--- src/rtl/seq_detect_ctrl.sv ---
// Serial pattern detector controller: programmable MSB-first pattern, match counting,
// target/abort completion. Optional ARMED idle timeout enabled by `define SEQ_DET_TIMEOUT_EN.
module seq_detect_ctrl #(
  parameter int PAT_W   = 4,
  parameter int LEN_W   = 3,
  parameter int CNT_W   = 8,
  parameter int TIMEOUT = 1000,
  parameter int TO_W    = 16
) (
  input  logic             clk,
  input  logic             rst,
  input  logic             cfg_valid,
  output logic             cfg_ready,
  input  logic [PAT_W-1:0] cfg_pattern,
  input  logic [LEN_W-1:0] cfg_len,
  input  logic             cfg_overlap,
  input  logic [CNT_W-1:0] cfg_target,
  input  logic             start,
  input  logic             abort,
  input  logic             i_valid,
  input  logic             i,
  output logic             o,
  output logic [CNT_W-1:0] match_cnt,
  output logic             busy,
  output logic             done,
  output logic             timeout
);

  typedef enum logic [1:0] {
    S_IDLE,
    S_ARMED,
    S_DONE
  } state_t;

  localparam logic [LEN_W-1:0] PAT_W_L = LEN_W'(PAT_W);

  state_t           state_q;
  logic [PAT_W-1:0] pat_q;
  logic [LEN_W-1:0] len_q;
  logic             ovl_q;
  logic [CNT_W-1:0] tgt_q;
  logic [PAT_W-1:0] sr_q;
  logic [LEN_W-1:0] fill_q;
  logic [CNT_W-1:0] cnt_q;
  logic             o_q;
  logic             done_q;
  logic             busy_q;
  logic             timeout_q;

  logic [LEN_W-1:0] len_eff;
  logic [PAT_W-1:0] mask;
  logic [PAT_W-1:0] sr_d;
  logic [LEN_W-1:0] fill_d;
  logic [CNT_W-1:0] cnt_d;
  logic             hit;

  // NOTE: every always_comb output gets a default first so no path leaves it unassigned (no latch).
  always_comb begin
    len_eff = len_q;
    if (len_q == '0) begin
      len_eff = LEN_W'(1);
    end else if (len_q > PAT_W_L) begin
      len_eff = PAT_W_L;
    end

    mask = '0;
    for (int k = 0; k < PAT_W; k++) begin
      mask[k] = (LEN_W'(k) < len_eff);
    end

    sr_d   = {sr_q[PAT_W-2:0], i};
    fill_d = (fill_q >= PAT_W_L) ? PAT_W_L : fill_q + LEN_W'(1);
    cnt_d  = (&cnt_q) ? cnt_q : cnt_q + CNT_W'(1);
    hit    = i_valid && (fill_d >= len_eff) && (((sr_d ^ pat_q) & mask) == '0);
  end

`ifdef SEQ_DET_TIMEOUT_EN
  localparam logic [TO_W-1:0] TIMEOUT_L = TO_W'(TIMEOUT);
  logic [TO_W-1:0] to_q;
  logic [TO_W-1:0] to_d;
  assign to_d = to_q + TO_W'(1);
`else
  wire [TO_W-1:0] unused_timeout_cfg = TO_W'(TIMEOUT);
`endif

  // NOTE: sequential state uses non-blocking assignments only, so every register samples pre-edge values.
  always_ff @(posedge clk or posedge rst) begin
    if (rst) begin
      state_q   <= S_IDLE;
      pat_q     <= '0;
      len_q     <= '0;
      ovl_q     <= 1'b0;
      tgt_q     <= '0;
      sr_q      <= '0;
      fill_q    <= '0;
      cnt_q     <= '0;
      o_q       <= 1'b0;
      done_q    <= 1'b0;
      busy_q    <= 1'b0;
      timeout_q <= 1'b0;
`ifdef SEQ_DET_TIMEOUT_EN
      to_q      <= '0;
`endif
    end else begin
      o_q       <= 1'b0;
      done_q    <= 1'b0;
      timeout_q <= 1'b0;

      case (state_q)
        S_IDLE: begin
          // busy_q still set here means this is the done-pulse cycle; config/start wait one more cycle.
          if (busy_q) begin
            busy_q <= 1'b0;
          end else begin
            if (cfg_valid) begin
              pat_q <= cfg_pattern;
              len_q <= cfg_len;
              ovl_q <= cfg_overlap;
              tgt_q <= cfg_target;
            end
            if (start) begin
              state_q <= S_ARMED;
              busy_q  <= 1'b1;
              sr_q    <= '0;
              fill_q  <= '0;
              cnt_q   <= '0;
`ifdef SEQ_DET_TIMEOUT_EN
              to_q    <= '0;
`endif
            end
          end
        end

        S_ARMED: begin
          if (abort) begin
            state_q <= S_IDLE;
            busy_q  <= 1'b0;
          end else if (hit) begin
            sr_q   <= sr_d;
            fill_q <= ovl_q ? fill_d : '0;
            cnt_q  <= cnt_d;
            o_q    <= 1'b1;
`ifdef SEQ_DET_TIMEOUT_EN
            to_q   <= '0;
`endif
            if ((tgt_q != '0) && (cnt_d == tgt_q)) begin
              state_q <= S_DONE;
            end
          end else begin
            if (i_valid) begin
              sr_q   <= sr_d;
              fill_q <= fill_d;
            end
`ifdef SEQ_DET_TIMEOUT_EN
            to_q <= to_d;
            if (to_d == TIMEOUT_L) begin
              state_q   <= S_IDLE;
              busy_q    <= 1'b0;
              timeout_q <= 1'b1;
            end
`endif
          end
        end

        S_DONE: begin
          done_q  <= 1'b1;
          state_q <= S_IDLE;
        end

        default: begin
          state_q <= S_IDLE;
          busy_q  <= 1'b0;
        end
      endcase
    end
  end

  assign cfg_ready = ~busy_q;
  assign o         = o_q;
  assign match_cnt = cnt_q;
  assign busy      = busy_q;
  assign done      = done_q;
`ifdef SEQ_DET_TIMEOUT_EN
  assign timeout   = timeout_q;
`else
  assign timeout   = 1'b0;
`endif

endmodule
--- config.mk ---
export PLATFORM = sky130hd
export DESIGN_NAME = seq_detect_ctrl
export DESIGN_NICKNAME = d
export VERILOG_FILES = /design/src/rtl/seq_detect_ctrl.sv
export SDC_FILE = /design/constraint.sdc
export NUM_CORES = 1
export LEC_CHECK = 0
export CORE_ASPECT_RATIO = 1.75
export CORE_MARGIN = 2
export CORE_UTILIZATION = 35
export DETAILED_ROUTE_END_ITERATION = 6
export PLACE_DENSITY = 0.6
export SYNTH_ARGS = -nofsm -noshare
export SYNTH_HDL_FRONTEND = slang
export SYNTH_SLANG_ARGS = --single-unit
--- constraint.sdc ---
create_clock -name clk -period 5.5 [get_ports clk]
set_clock_uncertainty 0.2 [all_clocks]
set_input_delay 0.55 -clock clk [delete_from_list [all_inputs] [get_ports clk]]
set_output_delay 0.55 -clock clk [all_outputs]
set_load 0.02 [all_outputs]
==> qor.txt, run 1 <==
CORE AREA: 5590 sq um
CTS clock-pin slew for the worst setup and hold paths: 0.07 ns
Max_cap viols: 0
Fraction of layout cells with a size suffix above 1: 13.8%
Overflow after GRT: 0
Initial DRC count: 97
Critical Path Sink: state_q[0]$_DFFE_PP0P_
Avg Vias per Cell: 5.16
DRT antenna net count: 0
Max Slew Vio Count: 0
PostCTS Resize Cnt: 0
FF-to-FF End: state_q[0]$_DFFE_PP0P_
Worst r2r src: match_cnt[0]$_DFFE_PP0P_
Pwr/cell area: 391 nW/um^2
TNS Setup: 0 ns
Switching part of the total: 35.7%
Clock buffer depth: 2
Area Overhead vs Synth: 22.7%
DRC violations left: 0
Tightest Hold Check Type: reg2reg
Die Ht: 105 um
Worst reg2reg path depth: 8
CTS Hold Bufs: 0
Initial antenna violation count: 0
Crit-path leading delay family: compound AO/OA/AOI/OAI gates
Die W: 61.4 um
Fin area: 2480 sq um
Synthesized area: 2020 sq um
Yosys cell types: 50
P_sw: 0.000346 W
Critical Path Sink Type: flip-flop
Fill count: 569
Crit path from: match_cnt[0]$_DFFE_PP0P_
Post-detail-place hpwl: 3.53 mm
Worst setup SP type: flip-flop
Worst path required time: 5.47 ns
Syn nets: 230
WP buf/inv: 0
FFs w/ async S/R, synth: 100%
Row cnt: 36
Worst hold start: sr_q[2]$_DFFE_PP0P_
CP cell instances: ha_1 > and3_1 > a31oi_4 > a22oi_2 > nand3_1 > a2111oi_2 > o2111ai_1 > a21o_1
WP depth: 8
Period utilisation layout: 50.1%
Outcome: completed
Period minus WS final: 2.76 ns
Register area share after synthesis: 43.3%
Final setup violation count: 0
CP Max Fanout: 10
Tot GR Track Use: 16.5%
GP Congestion: 0.897
Root Buffer Master: clkbuf_8
DR vias: 1,589
Post-Layout Cell Count: 308
Internal power: 0.000624 W
Mapped Cells: 201
CTS tree: yes
Worst-Margin Slew: 0.728 ns
Syn_area_per_cell: 10.1 sq um
Wire length per cell: 15.2 um
Post-CTS setup repair buffer count: 0
Synth Flop Type: dfrtp_1
Die ar.: 6420 sq um
Max IR drop VDD: 0.162 mV
H-tree lvl count: 2
Number of synthesized flops with an enable pin: 0
Flops & latches, synth: 35
Largest net degree at the start of global routing: 36
Starting Density: 36.2%
Num CTS Buffers: 5
I/O pin total: 36
Sink Count: 35
Critical path's largest stage delay: 0.47 ns
Final-stage net count: 261
Slowest CP cell: dfrtp_1
Comb pwr share: 36.8%
Syn. warnings: 0
Latest clock arrival within the worst-skew pair: 0.29 ns
Buffers on Ports: 34
Fmax: 363 MHz
CP Data Arrival Time: 2.73 ns
Clock power frac: 19.4%
Relative max-transition margin: 51.5%
RSZ-0062 raised after global routing: no
Leak: 1.00 nW
# diodes: 0
Global-route wire length before repair: 7.84 mm
Pre-Repair DR Iteration Count: 4
Detailed Route WL: 4.68 mm
Flop pwr share: 43.9%
Number of global-route vias before repair: 1,673
Final Hold Fails: 0
Path type of the worst setup path: reg2reg
R2R Setup Slk: 2.74 ns
Placed insts: 301
Placed cell areas: 2390 sq um
## synthesized netlist by cell type, types with 3 or more instances
master | instances | share of area [%]
dfrtp_1 | 35 | 43
nor2_1 | 16 | 3.0
mux2_2 | 15 | 8.4
inv_1 | 12 | 2.2
nand2_1 | 12 | 2.2
o21ai_0 | 12 | 3.0
a21oi_1 | 9 | 2.2
xnor2_1 | 9 | 3.9
ha_1 | 6 | 3.7
buf_4 | 5 | 1.9
nand2b_1 | 5 | 1.5
nand3_1 | 5 | 1.2
a32o_1 | 4 | 2.0
buf_2 | 4 | 0.99
xor2_1 | 4 | 1.7
nor3_1 | 3 | 0.74
or2_2 | 3 | 0.93
## sequential cells by signal (all words and copies together), names as in the netlist
signal     count
len_q          3
o              1
busy           1
pat_q          4
sr_q           3
fill_q         3
match_cnt      8
state_q        2
ovl_q          1
tgt_q          8
done           1
## through the flow
stage | setup slack (ns) | hold slack, ns | total power (W) | utilization [%]
after global placement | 2.82 | 0.297 | 0.000787 | 42.8
final | 2.74 | 0.317 | 0.000970 | 44.4
after CTS | 2.74 | 0.317 | 0.000984 | 44.4
after global routing | 2.46 | 0.335 | 0.00105 | 44.4
after detailed placement | 2.76 | 0.301 | 0.000792 | 42.8
after floorplan | 3.03 | 0.275 | 0.000686 | -
## metal layers
layer	track usage [%]	routed length [um]
met5	0	0
met4	8.66	180
met3	3.11	111
met2	29.9	2560
met1	16.4	1830
## kinds of logic after synthesis
family          after synthesis  share of synthesized area [%]
compound gates               43                           15.3
xor+xnor                     13                           5.63
fa+ha+maj                     6                           3.72
buf+inv                      23                           5.82
flops                        35                           43.3
mux                          15                           8.36
other cells                   1                          0.186
simple gates                 65                           17.6
## power by group through the flow
stage	Combinational, W	Clock [W]	Sequential [W]
finish	0.000356	0.000188	0.000426
global route	0.000404	0.000206	0.000437
CTS	0.000361	0.000198	0.000426
detailed placement	0.000359	0	0.000432
global placement	0.000358	0	0.000429
floorplan	0.000278	0	0.000408
## cell type report
type,count,area [sq um],area share [%]
multi-input cells,143,1030,41.4
flip-flops and latches,35,876,35.3
repair buffers,35,348,14.0
well taps,76,95.1,3.84
clock buffers,6,82.6,3.33
inverters,12,45.0,1.82
clock inverters,1,5.00,0.202
## how the worst min path moves through the flow
| stage | endpoint | slack (ns) | cells after the start |
|---|---|---|---|
| after floorplan | fill_q[1]$_DFFE_PP0P_ | 0.28 | 2 |
| after global placement | ovl_q$_DFFE_PP0P_ | 0.30 | 1 |
| after detailed placement | ovl_q$_DFFE_PP0P_ | 0.30 | 1 |
| after CTS | ovl_q$_DFFE_PP0P_ | 0.32 | 1 |
| after global routing | ovl_q$_DFFE_PP0P_ | 0.34 | 1 |
| final | sr_q[2]$_DFFE_PP0P_ | 0.32 | 1 |
## cells in the final DEF, fill, tap and decap left out, drive strengths merged, types with 3 or more instances in the layout
cell	count
dfrtp	35
clkdlybuf4s50	34
nor2	17
mux2	15
nand2	13
o21ai	12
inv	12
a21oi	9
xnor2	9
ha	6
clkbuf	6
nand2b	5
nand3	5
xor2	4
a32o	4
nor3	4
or2	4
a31oi	3
Power figures use the tool's default switching activity.
==> inputs of run 2 (changes only) <==
clock period = 2.72 ns   (was 5.5 ns; I/O delays follow)
==> qor.txt, run 2 (synthesis gave the netlist of run 1 again) <==
Row cnt: 36
Leak: 1.07 nW
Die ar.: 6420 sq um
Max Slew Vio Count: 0
Clock buffer depth: 2
Global-route wire length before repair: 7.56 mm
Root Buffer Master: clkbuf_8
# diodes: 0
Pre-Repair DR Iteration Count: 4
CTS tree: yes
Max IR drop VDD: 0.303 mV
TNS Setup: 0 ns
Area Overhead vs Synth: 28.0%
Most common cell after layout, fill and taps aside: dfrtp_1
CTS Hold Bufs: 0
Sink Count: 35
Met1 Use GR: 16.0%
Path type of the worst setup path: reg2reg
FF-to-FF End: match_cnt[3]$_DFFE_PP0P_
Final WS setup: 0.188 ns
DRT antenna net count: 0
Clock power frac: 20.9%
Worst setup SP type: flip-flop
CP Max Fanout: 6
Initial antenna violation count: 0
Pwr/cell area: 789 nW/um^2
GRT busiest layer: met2
Most frequent cells in the layout: dfrtp_1, clkdlybuf4s50_1, nor2_1
Placed cell areas: 2470 sq um
Overflow after GRT: 0
Post-detail-place hpwl: 3.65 mm
I/O pin total: 36
Switching part of the total: 35.8%
Avg Vias per Cell: 5.18
Met3 Use GR: 2.99%
Latest clock arrival within the worst-skew pair: 0.29 ns
PostCTS Resize Cnt: 0
Worst path required time: 2.70 ns
P_sw: 0.000731 W
Period minus WS final: 2.53 ns
Tightest Hold Check Type: in2async
Fmax: 395 MHz
Final-stage net count: 272
Outcome: completed
GP Congestion: 0.863
Critical Path Sink Type: flip-flop
Largest net degree at the start of global routing: 36
Max_cap viols: 0
Final Hold Fails: 0
Num CTS Buffers: 5
Worst reg2reg path depth: 11
CTS clock-pin slew for the worst setup and hold paths: 0.07 ns
H-tree lvl count: 2
CORE AREA: 5590 sq um
Final setup violation count: 0
RSZ-0062 raised after global routing: no
Die W: 61.4 um
Wire length per cell: 14.7 um
GR met2 Demand/Resource: 28.4%
CP Data Arrival Time: 2.51 ns
Number of global-route vias before repair: 1,666
Worst r2r src: fill_q[0]$_DFFE_PP0P_
Fin area: 2590 sq um
Initial DRC count: 91
Internal power: 0.00131 W
Comb pwr share: 37.3%
R2R Setup Slk: 0.19 ns
Die Ht: 105 um
Detailed Route WL: 4.71 mm
Flop pwr share: 41.7%
Tot GR Track Use: 16.1%
Buffers on Ports: 34
Starting Density: 36.2%
Fraction of layout cells with a size suffix above 1: 18.4%
DRC violations left: 0
DR vias: 1,658
Period utilisation layout: 93.1%
Fill count: 574
Post-CTS setup repair buffer count: 0
Post-Place Setup Slack: 0.149 ns
-- run 2: through the flow --
stage / utilization [%] / power, W / std cells / hold WS (ns)
after global placement: 44.3 / 0.00161 / 312 / 0.310
after detailed placement: 44.3 / 0.00162 / 312 / 0.308
after global routing: 46.3 / 0.00220 / 320 / 0.230
after floorplan: - / 0.00139 / 201 / 0.189
after CTS: 46.1 / 0.00205 / 320 / 0.205
final: 46.3 / 0.00204 / 320 / 0.179
-- run 2: layout make-up --
cell class	instances	area, sq um	area share, %
clock buffer	7	96.3	3.73
clock inverter	1	7.51	0.290
inverter	12	45.0	1.74
multi-input combinational	143	1040	40.1
sequential	35	876	33.9
tap	76	95.1	3.68
timing repair buffer	46	430	16.6
-- run 2: worst max-delay path by stage --
stage,startpoint,to,depth (start not counted)
after floorplan,match_cnt[0]$_DFFE_PP0P_,state_q[0]$_DFFE_PP0P_,10
after global placement,fill_q[0]$_DFFE_PP0P_,match_cnt[5]$_DFFE_PP0P_,11
after detailed placement,fill_q[0]$_DFFE_PP0P_,match_cnt[5]$_DFFE_PP0P_,11
after CTS,fill_q[0]$_DFFE_PP0P_,match_cnt[5]$_DFFE_PP0P_,11
after global routing,fill_q[0]$_DFFE_PP0P_,match_cnt[3]$_DFFE_PP0P_,11
final,fill_q[0]$_DFFE_PP0P_,match_cnt[3]$_DFFE_PP0P_,11
-- run 2: metal layers --
layer	vias to the layer above	wire length, um
met3	17	141
met1	805	1710
met4	0	231
met2	42	2630
met5	-	0
li1	794	-
-- run 2: power by group through the flow --
stage,clock (W),combinational (W),sequential [W]
floorplan,0,0.000563,0.000825
global placement,0,0.000748,0.000863
detailed placement,0,0.000756,0.000864
CTS,0.000442,0.000758,0.000853
global route,0.000473,0.000852,0.000876
finish,0.000427,0.000761,0.000851
-- run 2: critical path: stages (launching register included) --
cell	delay [ns]
dfrtp_1	0.39
inv_1	0.06
ha_1	0.28
nand2b_1	0.10
inv_1	0.05
ha_1	0.28
a21o_1	0.16
a21oi_1	0.27
nor3_4	0.11
nor2_1	0.26
nor2_1	0.09
o22a_1	0.18
==> inputs of run 3 (changes only) <==
SKIP_CTS_REPAIR_TIMING = 1   (was not set)
==> results of run 3 <==
No change in the layout: final DEF, timing and power equal those of run 2.
